==> config.mk <==
export PLATFORM = sky130hd
export DESIGN_NAME = gfx256_fragment_tex_flat
export DESIGN_NICKNAME = d
export VERILOG_FILES = /design/src/rtl/gfx256_fragment_tex_if.sv /design/src/rtl/gfx256_fragment_tex.sv /design/src/flat_wrapper.sv
export SDC_FILE = /design/constraint.sdc
export NUM_CORES = 2
export LEC_CHECK = 0
export ABC_AREA = 1
export CORE_ASPECT_RATIO = 0.5
export CORE_MARGIN = 4
export CORE_UTILIZATION = 59
export CTS_CLUSTER_DIAMETER = 40
export DETAILED_ROUTE_END_ITERATION = 7
export HOLD_SLACK_MARGIN = 0.08
export PLACE_DENSITY = 0.89
export SETUP_SLACK_MARGIN = 0.1
export SYNTH_ARGS = -nofsm -noshare
export SYNTH_HDL_FRONTEND = slang
export SYNTH_SLANG_ARGS = --single-unit
==> constraint.sdc <==
create_clock -name clk_i -period 21.7 [get_ports clk_i]
set_input_delay 3.255 -clock clk_i [delete_from_list [all_inputs] [get_ports clk_i]]
set_output_delay 3.255 -clock clk_i [all_outputs]
set_load 0.01 [all_outputs]
==> src/rtl/gfx256_fragment_tex_if.sv <==
// Texture read port between the fragment stage (master) and the wishbone reader (slave).
// One request fetches one MDW-bit line from a line-aligned byte address.
interface gfx256_fragment_tex_if #(
  parameter int MDW = 256
);
  logic           texture_request_o;
  logic [31:0]    texture_addr_o;
  logic           texture_ack_i;
  logic [MDW-1:0] texture_data_i;
  logic           wbm_busy_i;

  modport master (
    output texture_request_o, texture_addr_o,
    input  texture_ack_i, texture_data_i, wbm_busy_i
  );

  modport slave (
    input  texture_request_o, texture_addr_o,
    output texture_ack_i, texture_data_i, wbm_busy_i
  );
endinterface

==> src/rtl/gfx256_fragment_tex.sv <==
// Fragment texturing stage: optional texel fetch through a one-line cache,
// colorkey discard, then hand-off of pixel and color to the blender.
module gfx256_fragment_tex #(
  parameter int point_width = 16,
  parameter int MDW         = 256
) (
  input  logic                   clk_i,
  input  logic                   rst_ni,
  input  logic [point_width-1:0] pixel_x_i,
  input  logic [point_width-1:0] pixel_y_i,
  input  logic [point_width-1:0] pixel_z_i,
  input  logic [point_width-1:0] u_i,
  input  logic [point_width-1:0] v_i,
  input  logic [7:0]             a_i,
  input  logic [31:0]            color_i,
  input  logic                   write_i,
  output logic                   ack_o,
  input  logic                   texture_enable_i,
  input  logic [31:0]            tex0_base_i,
  input  logic [point_width-1:0] tex0_size_x_i,
  input  logic [point_width-1:0] tex0_size_y_i,
  input  logic [1:0]             color_depth_i,
  input  logic                   colorkey_enable_i,
  input  logic [31:0]            colorkey_i,
  gfx256_fragment_tex_if.master  tex_bus,
  output logic [point_width-1:0] pixel_x_o,
  output logic [point_width-1:0] pixel_y_o,
  output logic [point_width-1:0] pixel_z_o,
  output logic [7:0]             a_o,
  output logic [31:0]            color_o,
  output logic                   write_o,
  input  logic                   ack_i
);
  localparam int OFFW = $clog2(MDW / 8);
  localparam int TAGW = 32 - OFFW;

  typedef enum logic [2:0] {IDLE, ADDR, FETCH, KEY, WRITE} state_t;

  state_t                 state_q, state_d;
  logic [point_width-1:0] x_q, x_d, y_q, y_d, z_q, z_d, u_q, u_d, v_q, v_d;
  logic [7:0]             a_q, a_d;
  logic [31:0]            color_q, color_d;
  logic                   write_q, write_d, ack_q, ack_d, req_q, req_d;
  logic [31:0]            addr_q, addr_d;
  logic [OFFW-2:0]        off_q, off_d;
  logic                   d16_q, d16_d;
  logic [MDW-1:0]         line_q, line_d;
  logic [TAGW-1:0]        tag_q, tag_d;
  logic                   valid_q, valid_d;
  logic [31:0]            base_prev_q, base_prev_d;
  logic [1:0]             depth_prev_q, depth_prev_d;

  logic [point_width-1:0] u_clamp, v_clamp;
  logic [31:0]            tex_idx, byte_addr, lane32, texel;
  logic [15:0]            lane16;
  logic                   is16, key_match, inval;

  always_comb begin
    is16 = (color_depth_i == 2'b01);
    if (tex0_size_x_i == '0)         u_clamp = '0;
    else if (u_q >= tex0_size_x_i)   u_clamp = tex0_size_x_i - point_width'(1);
    else                             u_clamp = u_q;
    if (tex0_size_y_i == '0)         v_clamp = '0;
    else if (v_q >= tex0_size_y_i)   v_clamp = tex0_size_y_i - point_width'(1);
    else                             v_clamp = v_q;
    tex_idx   = 32'(v_clamp) * 32'(tex0_size_x_i) + 32'(u_clamp);
    byte_addr = tex0_base_i + tex_idx * (is16 ? 32'd2 : 32'd4);

    // off_q holds byte address bits [OFFW-1:1]; lanes are little-endian within the line
    lane32    = line_q[{off_q[OFFW-2:1], 5'b0} +: 32];
    lane16    = line_q[{off_q, 4'b0} +: 16];
    texel     = d16_q ? {16'h0, lane16} : lane32;
    key_match = d16_q ? (texel[15:0] == colorkey_i[15:0]) : (texel == colorkey_i);
    inval     = (tex0_base_i != base_prev_q) || (color_depth_i != depth_prev_q);
  end

  always_comb begin
    state_d      = state_q;
    x_d = x_q; y_d = y_q; z_d = z_q; u_d = u_q; v_d = v_q; a_d = a_q;
    color_d      = color_q;
    write_d      = write_q;
    ack_d        = 1'b0;
    req_d        = req_q;
    addr_d       = addr_q;
    off_d        = off_q;
    d16_d        = d16_q;
    line_d       = line_q;
    tag_d        = tag_q;
    valid_d      = valid_q;
    base_prev_d  = tex0_base_i;
    depth_prev_d = color_depth_i;

    case (state_q)
      IDLE: begin
        // ~ack_q stops the just-acked pixel (write_i still high) from re-entering
        if (write_i && !ack_q) begin
          x_d = pixel_x_i; y_d = pixel_y_i; z_d = pixel_z_i;
          u_d = u_i; v_d = v_i; a_d = a_i;
          color_d = color_i;
          if (texture_enable_i) begin
            state_d = ADDR;
          end else begin
            write_d = 1'b1;
            state_d = WRITE;
          end
        end
      end
      ADDR: begin
        addr_d = {byte_addr[31:OFFW], {OFFW{1'b0}}};
        off_d  = byte_addr[OFFW-1:1];
        d16_d  = is16;
        if (valid_q && (tag_q == byte_addr[31:OFFW])) begin
          state_d = KEY;
        end else begin
          req_d   = ~tex_bus.wbm_busy_i;
          state_d = FETCH;
        end
      end
      FETCH: begin
        req_d = req_q | ~tex_bus.wbm_busy_i;
        if (tex_bus.texture_ack_i) begin
          req_d   = 1'b0;
          line_d  = tex_bus.texture_data_i;
          tag_d   = addr_q[31:OFFW];
          valid_d = 1'b1;
          state_d = KEY;
        end
      end
      KEY: begin
        if (colorkey_enable_i && key_match) begin
          ack_d   = 1'b1;
          state_d = IDLE;
        end else begin
          color_d = texel;
          write_d = 1'b1;
          state_d = WRITE;
        end
      end
      WRITE: begin
        if (ack_i) begin
          write_d = 1'b0;
          ack_d   = 1'b1;
          state_d = IDLE;
        end
      end
      default: state_d = IDLE;
    endcase

    // A texture setup change wins over a same-cycle fill; the fill data is still used
    if (inval) valid_d = 1'b0;
  end

  always_ff @(posedge clk_i or negedge rst_ni) begin
    if (!rst_ni) begin
      state_q <= IDLE;
      x_q <= '0; y_q <= '0; z_q <= '0; u_q <= '0; v_q <= '0; a_q <= '0;
      color_q <= '0; write_q <= 1'b0; ack_q <= 1'b0; req_q <= 1'b0;
      addr_q <= '0; off_q <= '0; d16_q <= 1'b0;
      line_q <= '0; tag_q <= '0; valid_q <= 1'b0;
      base_prev_q <= '0; depth_prev_q <= '0;
    end else begin
      state_q <= state_d;
      x_q <= x_d; y_q <= y_d; z_q <= z_d; u_q <= u_d; v_q <= v_d; a_q <= a_d;
      color_q <= color_d; write_q <= write_d; ack_q <= ack_d; req_q <= req_d;
      addr_q <= addr_d; off_q <= off_d; d16_q <= d16_d;
      line_q <= line_d; tag_q <= tag_d; valid_q <= valid_d;
      base_prev_q <= base_prev_d; depth_prev_q <= depth_prev_d;
    end
  end

  assign pixel_x_o = x_q;
  assign pixel_y_o = y_q;
  assign pixel_z_o = z_q;
  assign a_o       = a_q;
  assign color_o   = color_q;
  assign write_o   = write_q;
  assign ack_o     = ack_q;
  assign tex_bus.texture_request_o = req_q;
  assign tex_bus.texture_addr_o    = addr_q;
endmodule

==> src/flat_wrapper.sv <==
// flat-port wrapper written by rule: the top's interface ports become plain ports
module gfx256_fragment_tex_flat 
#(
  parameter int point_width = 16,
  parameter int MDW         = 256
)
  (clk_i, rst_ni, pixel_x_i, pixel_y_i, pixel_z_i, u_i, v_i, a_i, color_i, write_i, ack_o, texture_enable_i, tex0_base_i, tex0_size_x_i, tex0_size_y_i, color_depth_i, colorkey_enable_i, colorkey_i, pixel_x_o, pixel_y_o, pixel_z_o, a_o, color_o, write_o, ack_i, tex_bus_texture_request_o, tex_bus_texture_addr_o, tex_bus_texture_ack_i, tex_bus_texture_data_i, tex_bus_wbm_busy_i);
  gfx256_fragment_tex_if #(.MDW(MDW)) tex_bus_i ();
  input  logic clk_i;
  input  logic rst_ni;
  input  logic [point_width-1:0] pixel_x_i;
  input  logic [point_width-1:0] pixel_y_i;
  input  logic [point_width-1:0] pixel_z_i;
  input  logic [point_width-1:0] u_i;
  input  logic [point_width-1:0] v_i;
  input  logic [7:0] a_i;
  input  logic [31:0] color_i;
  input  logic write_i;
  output logic ack_o;
  input  logic texture_enable_i;
  input  logic [31:0] tex0_base_i;
  input  logic [point_width-1:0] tex0_size_x_i;
  input  logic [point_width-1:0] tex0_size_y_i;
  input  logic [1:0] color_depth_i;
  input  logic colorkey_enable_i;
  input  logic [31:0] colorkey_i;
  output logic [point_width-1:0] pixel_x_o;
  output logic [point_width-1:0] pixel_y_o;
  output logic [point_width-1:0] pixel_z_o;
  output logic [7:0] a_o;
  output logic [31:0] color_o;
  output logic write_o;
  input  logic ack_i;
  output wire logic [$bits(tex_bus_i.texture_request_o)-1:0] tex_bus_texture_request_o;
  output wire logic [$bits(tex_bus_i.texture_addr_o)-1:0] tex_bus_texture_addr_o;
  input wire logic [$bits(tex_bus_i.texture_ack_i)-1:0] tex_bus_texture_ack_i;
  input wire logic [$bits(tex_bus_i.texture_data_i)-1:0] tex_bus_texture_data_i;
  input wire logic [$bits(tex_bus_i.wbm_busy_i)-1:0] tex_bus_wbm_busy_i;
  assign tex_bus_texture_request_o = tex_bus_i.texture_request_o;
  assign tex_bus_texture_addr_o = tex_bus_i.texture_addr_o;
  assign tex_bus_i.texture_ack_i = tex_bus_texture_ack_i;
  assign tex_bus_i.texture_data_i = tex_bus_texture_data_i;
  assign tex_bus_i.wbm_busy_i = tex_bus_wbm_busy_i;
  gfx256_fragment_tex #(.point_width(point_width), .MDW(MDW)) u_core (.clk_i(clk_i), .rst_ni(rst_ni), .pixel_x_i(pixel_x_i), .pixel_y_i(pixel_y_i), .pixel_z_i(pixel_z_i), .u_i(u_i), .v_i(v_i), .a_i(a_i), .color_i(color_i), .write_i(write_i), .ack_o(ack_o), .texture_enable_i(texture_enable_i), .tex0_base_i(tex0_base_i), .tex0_size_x_i(tex0_size_x_i), .tex0_size_y_i(tex0_size_y_i), .color_depth_i(color_depth_i), .colorkey_enable_i(colorkey_enable_i), .colorkey_i(colorkey_i), .tex_bus(tex_bus_i), .pixel_x_o(pixel_x_o), .pixel_y_o(pixel_y_o), .pixel_z_o(pixel_z_o), .a_o(a_o), .color_o(color_o), .write_o(write_o), .ack_i(ack_i));
endmodule
==> results list <==
* Maximum number of pins on one net before global-route repair: 176
- Number of failing hold endpoints at the final stage: 0
- On the worst path, the slowest cell contributes a delay of 0.56 ns.
- For this run, the leading register cell type out of synthesis is sky130_fd_sc_hd__dfrtp_1.
- Setup repair after global routing missed its margin: no
- Clock tree buffer depth: 3
- Met1 usage: 45.7%
- Post-CTS timing repair inserted 0 buffers for setup.
- Clock tree from TritonCTS: done
- In the routed layout, each cell is associated on average with a via count of 5.76.
* Post-synthesis cell area: 35,900 um^2
- For this block, the via count after detailed routing is 34,368.
- Clock tree synthesis inserted a total of 51 buffers.
- Number of instances on the worst hold path: 2
- Max-cap violations in this run came to 0.
- Setup slack on the worst reg-to-reg path comes out at 10.21 ns.
- After the last flow step, the layout net total stands at 5,987.
* Die Outline Area: 65,200 um^2
- Post-synthesis cell type count: 47
- Remaining antenna violation count: 0
- RR Startpoint: u_core.v_q[5]
- The flow ran to the end, and the final reports show no timing, DRC or antenna violations.
- The global routing stage identified its most utilized layer as met2.
- GRT Util Overall: 38.0%
- Top achievable clock speed: 69.5 MHz
* Resized cells post-CTS: 0
- Clk sinks: 476
- The die is 183 um tall.
- The first global-routing pass estimated 193,000 um of wire.
- The number of antenna violations at the first check in global routing was 15.
- Number of synthesized flops with an enable pin: 0
- In this run the number of H-tree levels came out at 2.
- Biggest fanout along the worst timing path: 31
* Worst Tran Pin Value: 1.09 ns
- Weighted congestion at the end of routability-driven global placement: 1.01
- Setup violations remaining at the end of the flow were counted as 0.
- Headroom to the max-slew limit came out at 26.6%.
- A synthesized cell averages 7.74 um^2.
* Required time of the worst setup path: 22.26 ns
- Worst setup path category: input port to flop
- Path class of the lowest-slack min-delay path: flop to flop
- The cell count after synthesis came out at 4,645.
- In the finished design, the share of the clock period the worst path needs comes to 66.3%.
- Max-slew violations: 0
- Layout area overhead: 22.6%
- In this run, synthesis produced a sequential element count of 476.
* Met2 Usage GRT: 64.0%
- Count of pins on the block boundary: 605
* Average detailed-routed wire length per instance: 21.2 um
- Kind of start point of the critical path: input port
- Between clock sinks in the finished design, the worst skew comes to 0.0447 ns.
- Crit path time final: 14.38 ns
* Hold endpoint: u_core.line_q[48]
- Counting stages on the worst path, the most repeated cell is sky130_fd_sc_hd__nand2_1.
- Sequential fraction of the synthesis area: 33.1%
- For this run, the detailed router's first-pass iteration total came to 6.
- The worst register-to-register path has a depth of 53.
- At the later pin of the worst-skew pair, clock insertion delay measures 0.62 ns.
* CTS root buf: sky130_fd_sc_hd__clkbuf_16
- The total area inside the core boundary comes to 59,700 um^2.
- Clock slew at reported path FFs: 0.07 ns
* Arrival time of the worst setup path: 14.94 ns
* Detailed Route Iter0 Violations: 4,000
- Fraction of synthesis flops using an asynchronous set or reset pin: 100%
- Global-route congestion overflow total: 0
* Layout cells sized above 1: 4.71%
- Setup TNS: 0 ns
- Measured along the x axis, the die boundary spans 357 um.
- Summed over all layers, the routed wires come to 126,000 um.
* Slowest-stage cell, CP: sky130_fd_sc_hd__fa_1
- For this run, design rule violations remaining after detail routing come to 0.
* HPWL reported at the end of detailed placement: 96,900 um
- The number of global-route vias before repair came to 34,678.
- Worst Setup End Kind: flop
- Worst flop-to-flop path endpoint: u_core.tex_bus.texture_request_o
- The floorplan has 63 rows.
- M3 GR Usage: 7.44%
- During synthesis, Yosys emitted a total of 0 warnings.
- Once the floorplan was initialized, standard cells occupied 60.2% of the core.
* Min-delay src: u_core.line_q[48]
- In this run the tool buffered the top-level ports with 599 buffer cells.
- Hold-fix buffer count after cts: 0
placed cells by master (no fill, tap or decap), types with 7 or more instances in the layout:
| master | count |
|---|---|
| sky130_fd_sc_hd__nand4_1 | 35 |
| sky130_fd_sc_hd__a21oi_1 | 90 |
| sky130_fd_sc_hd__o21ai_0 | 172 |
| sky130_fd_sc_hd__ha_1 | 193 |
| sky130_fd_sc_hd__buf_4 | 26 |
| sky130_fd_sc_hd__a21boi_0 | 13 |
| sky130_fd_sc_hd__conb_1 | 7 |
| sky130_fd_sc_hd__xor2_1 | 46 |
| sky130_fd_sc_hd__o211ai_1 | 88 |
| sky130_fd_sc_hd__nand3_1 | 215 |
| sky130_fd_sc_hd__clkbuf_8 | 7 |
| sky130_fd_sc_hd__dfrtp_1 | 472 |
| sky130_fd_sc_hd__nor3_1 | 17 |
| sky130_fd_sc_hd__inv_2 | 7 |
| sky130_fd_sc_hd__xnor2_1 | 36 |
| sky130_fd_sc_hd__nand2_1 | 1736 |
| sky130_fd_sc_hd__diode_2 | 17 |
| sky130_fd_sc_hd__o21bai_1 | 11 |
| sky130_fd_sc_hd__nor2_1 | 253 |
| sky130_fd_sc_hd__nor4_1 | 9 |
| sky130_fd_sc_hd__clkbuf_16 | 52 |
| sky130_fd_sc_hd__clkdlybuf4s50_1 | 598 |
| sky130_fd_sc_hd__or2_2 | 24 |
| sky130_fd_sc_hd__nand3b_1 | 14 |
| sky130_fd_sc_hd__mux2i_1 | 84 |
| sky130_fd_sc_hd__o21ai_1 | 40 |
| sky130_fd_sc_hd__clkinv_1 | 11 |
| sky130_fd_sc_hd__o22ai_1 | 13 |
| sky130_fd_sc_hd__clkinv_2 | 7 |
| sky130_fd_sc_hd__fa_1 | 212 |
| sky130_fd_sc_hd__mux2_2 | 85 |
| sky130_fd_sc_hd__inv_6 | 7 |
| sky130_fd_sc_hd__inv_1 | 487 |
routing by layer:
| metal | vias to the layer above | share of wire [%] |
|---|---|---|
| met1 | 16507 | 37 |
| li1 | 15541 | - |
| met5 | - | 0.0071 |
| met2 | 1853 | 48 |
| met4 | 2 | 7.0 |
| met3 | 465 | 8.0 |
sequential cells by signal (all words and copies together) (netlist names), 2 cells and up:
| name | flops |
|---|---|
| u_core.line_q | 256 |
| u_core.pixel_x_o | 16 |
| u_core.pixel_y_o | 16 |
| u_core.base_prev_q | 32 |
| u_core.depth_prev_q | 2 |
| u_core.u_q | 16 |
| u_core.v_q | 16 |
| u_core.a_o | 8 |
| u_core.color_o | 32 |
| u_core.pixel_z_o | 16 |
| u_core.tex_bus.texture_addr_o | 27 |
| u_core.state_q | 3 |
| u_core.tag_q | 27 |
| u_core.off_q | 4 |
worst max-delay path: cells and delay by family:
kind / cells / cell delay [ns]
xor gates and xnor gates: 2 / 0.43
adders and majority gates: 10 / 4.40
and+or+nand+nor: 24 / 3.42
buffers and inverters: 9 / 1.57
AOI/OAI and AO/OA: 8 / 1.86
cell usage after synthesis, types with 4 or more instances:
master / instances / area [um^2]
sky130_fd_sc_hd__buf_2: 18 / 90.1
sky130_fd_sc_hd__inv_1: 488 / 1830
sky130_fd_sc_hd__buf_6: 8 / 90.1
sky130_fd_sc_hd__nand3b_1: 14 / 105
sky130_fd_sc_hd__inv_2: 7 / 26.3
sky130_fd_sc_hd__xor2_1: 46 / 403
sky130_fd_sc_hd__o22ai_1: 13 / 81.3
sky130_fd_sc_hd__mux2i_1: 84 / 841
sky130_fd_sc_hd__a21oi_1: 90 / 450
sky130_fd_sc_hd__buf_1: 14 / 52.6
sky130_fd_sc_hd__ha_1: 193 / 2410
sky130_fd_sc_hd__dfrtp_1: 476 / 11900
sky130_fd_sc_hd__or2_2: 24 / 150
sky130_fd_sc_hd__nand2_1: 1737 / 6520
sky130_fd_sc_hd__fa_1: 212 / 4240
sky130_fd_sc_hd__o21bai_1: 11 / 82.6
sky130_fd_sc_hd__a31oi_1: 6 / 37.5
sky130_fd_sc_hd__buf_4: 12 / 90.1
sky130_fd_sc_hd__xnor2_1: 36 / 315
sky130_fd_sc_hd__nor3_1: 18 / 90.1
sky130_fd_sc_hd__nor2_1: 255 / 957
sky130_fd_sc_hd__a21boi_0: 13 / 97.6
sky130_fd_sc_hd__o21ai_0: 172 / 861
sky130_fd_sc_hd__mux2_2: 85 / 957
sky130_fd_sc_hd__or2_0: 6 / 37.5
sky130_fd_sc_hd__nor4_1: 9 / 56.3
sky130_fd_sc_hd__nand3_1: 215 / 1080
sky130_fd_sc_hd__o211ai_1: 88 / 661
sky130_fd_sc_hd__clkinv_1: 11 / 41.3
sky130_fd_sc_hd__o21ai_1: 40 / 200
sky130_fd_sc_hd__a21o_1: 5 / 37.5
sky130_fd_sc_hd__clkbuf_1: 176 / 661
sky130_fd_sc_hd__a22o_1: 4 / 35.0
sky130_fd_sc_hd__nand4_1: 35 / 219
cells by family after synthesis:
kind of cell,Yosys count,synth area share [%]
buf+inv,734,8.02
flops,476,33.1
fa+ha+maj,405,18.5
simple gates,2319,25.8
xor+xnor,84,2.12
compound gates,456,7.42
mux,169,5.00
other cells,2,0.0209
worst max path at each step:
| stage | cells after the start | end | slack, ns | startpoint |
|---|---|---|---|---|
| 2_1_floorplan | 56 | u_core.tex_bus.texture_request_o | 9.21 | tex0_size_y_i[7] |
| 3_3_place_gp | 53 | u_core.tex_bus.texture_request_o | 7.09 | tex0_size_y_i[13] |
| 3_5_place_dp | 53 | u_core.tex_bus.texture_request_o | 6.80 | tex0_size_y_i[13] |
| 4_1_cts | 55 | u_core.tex_bus.texture_request_o | 7.42 | tex0_size_y_i[13] |
| 5_1_grt | 53 | u_core.tex_bus.texture_request_o | 6.29 | tex0_size_y_i[13] |
| 6_report | 53 | u_core.tex_bus.texture_request_o | 7.32 | tex0_size_y_i[13] |
per-stage QoR:
| stage | area (um^2) | cells | hold WS (ns) | setup slack, ns | utilization [%] |
|---|---|---|---|---|---|
| after floorplan | 36000 | 4650 | 0.436 | 9.21 | - |
| after global placement | 42200 | 5859 | 0.448 | 7.09 | 70.7 |
| after detailed placement | 42200 | 5859 | 0.458 | 6.80 | 70.7 |
| after CTS | 44000 | 5953 | 0.473 | 7.42 | 73.7 |
| after global routing | 44100 | 5967 | 0.486 | 6.29 | 73.8 |
| final | 44100 | 5970 | 0.471 | 7.32 | 73.8 |
cell type report:
cell class                 count  area (um^2)
fill                        4471        15700
multi-input combinational   3440        21200
sequential                   476        11900
clock inverter                29          379
timing repair buffer         625         6200
clock buffer                  65         1420
tap                          812         1020
inverter                     506         1910
antenna                       17         42.5
Power is not shown: default switching activity piles up to over one toggle a cycle in this logic, so the estimate is an artifact.
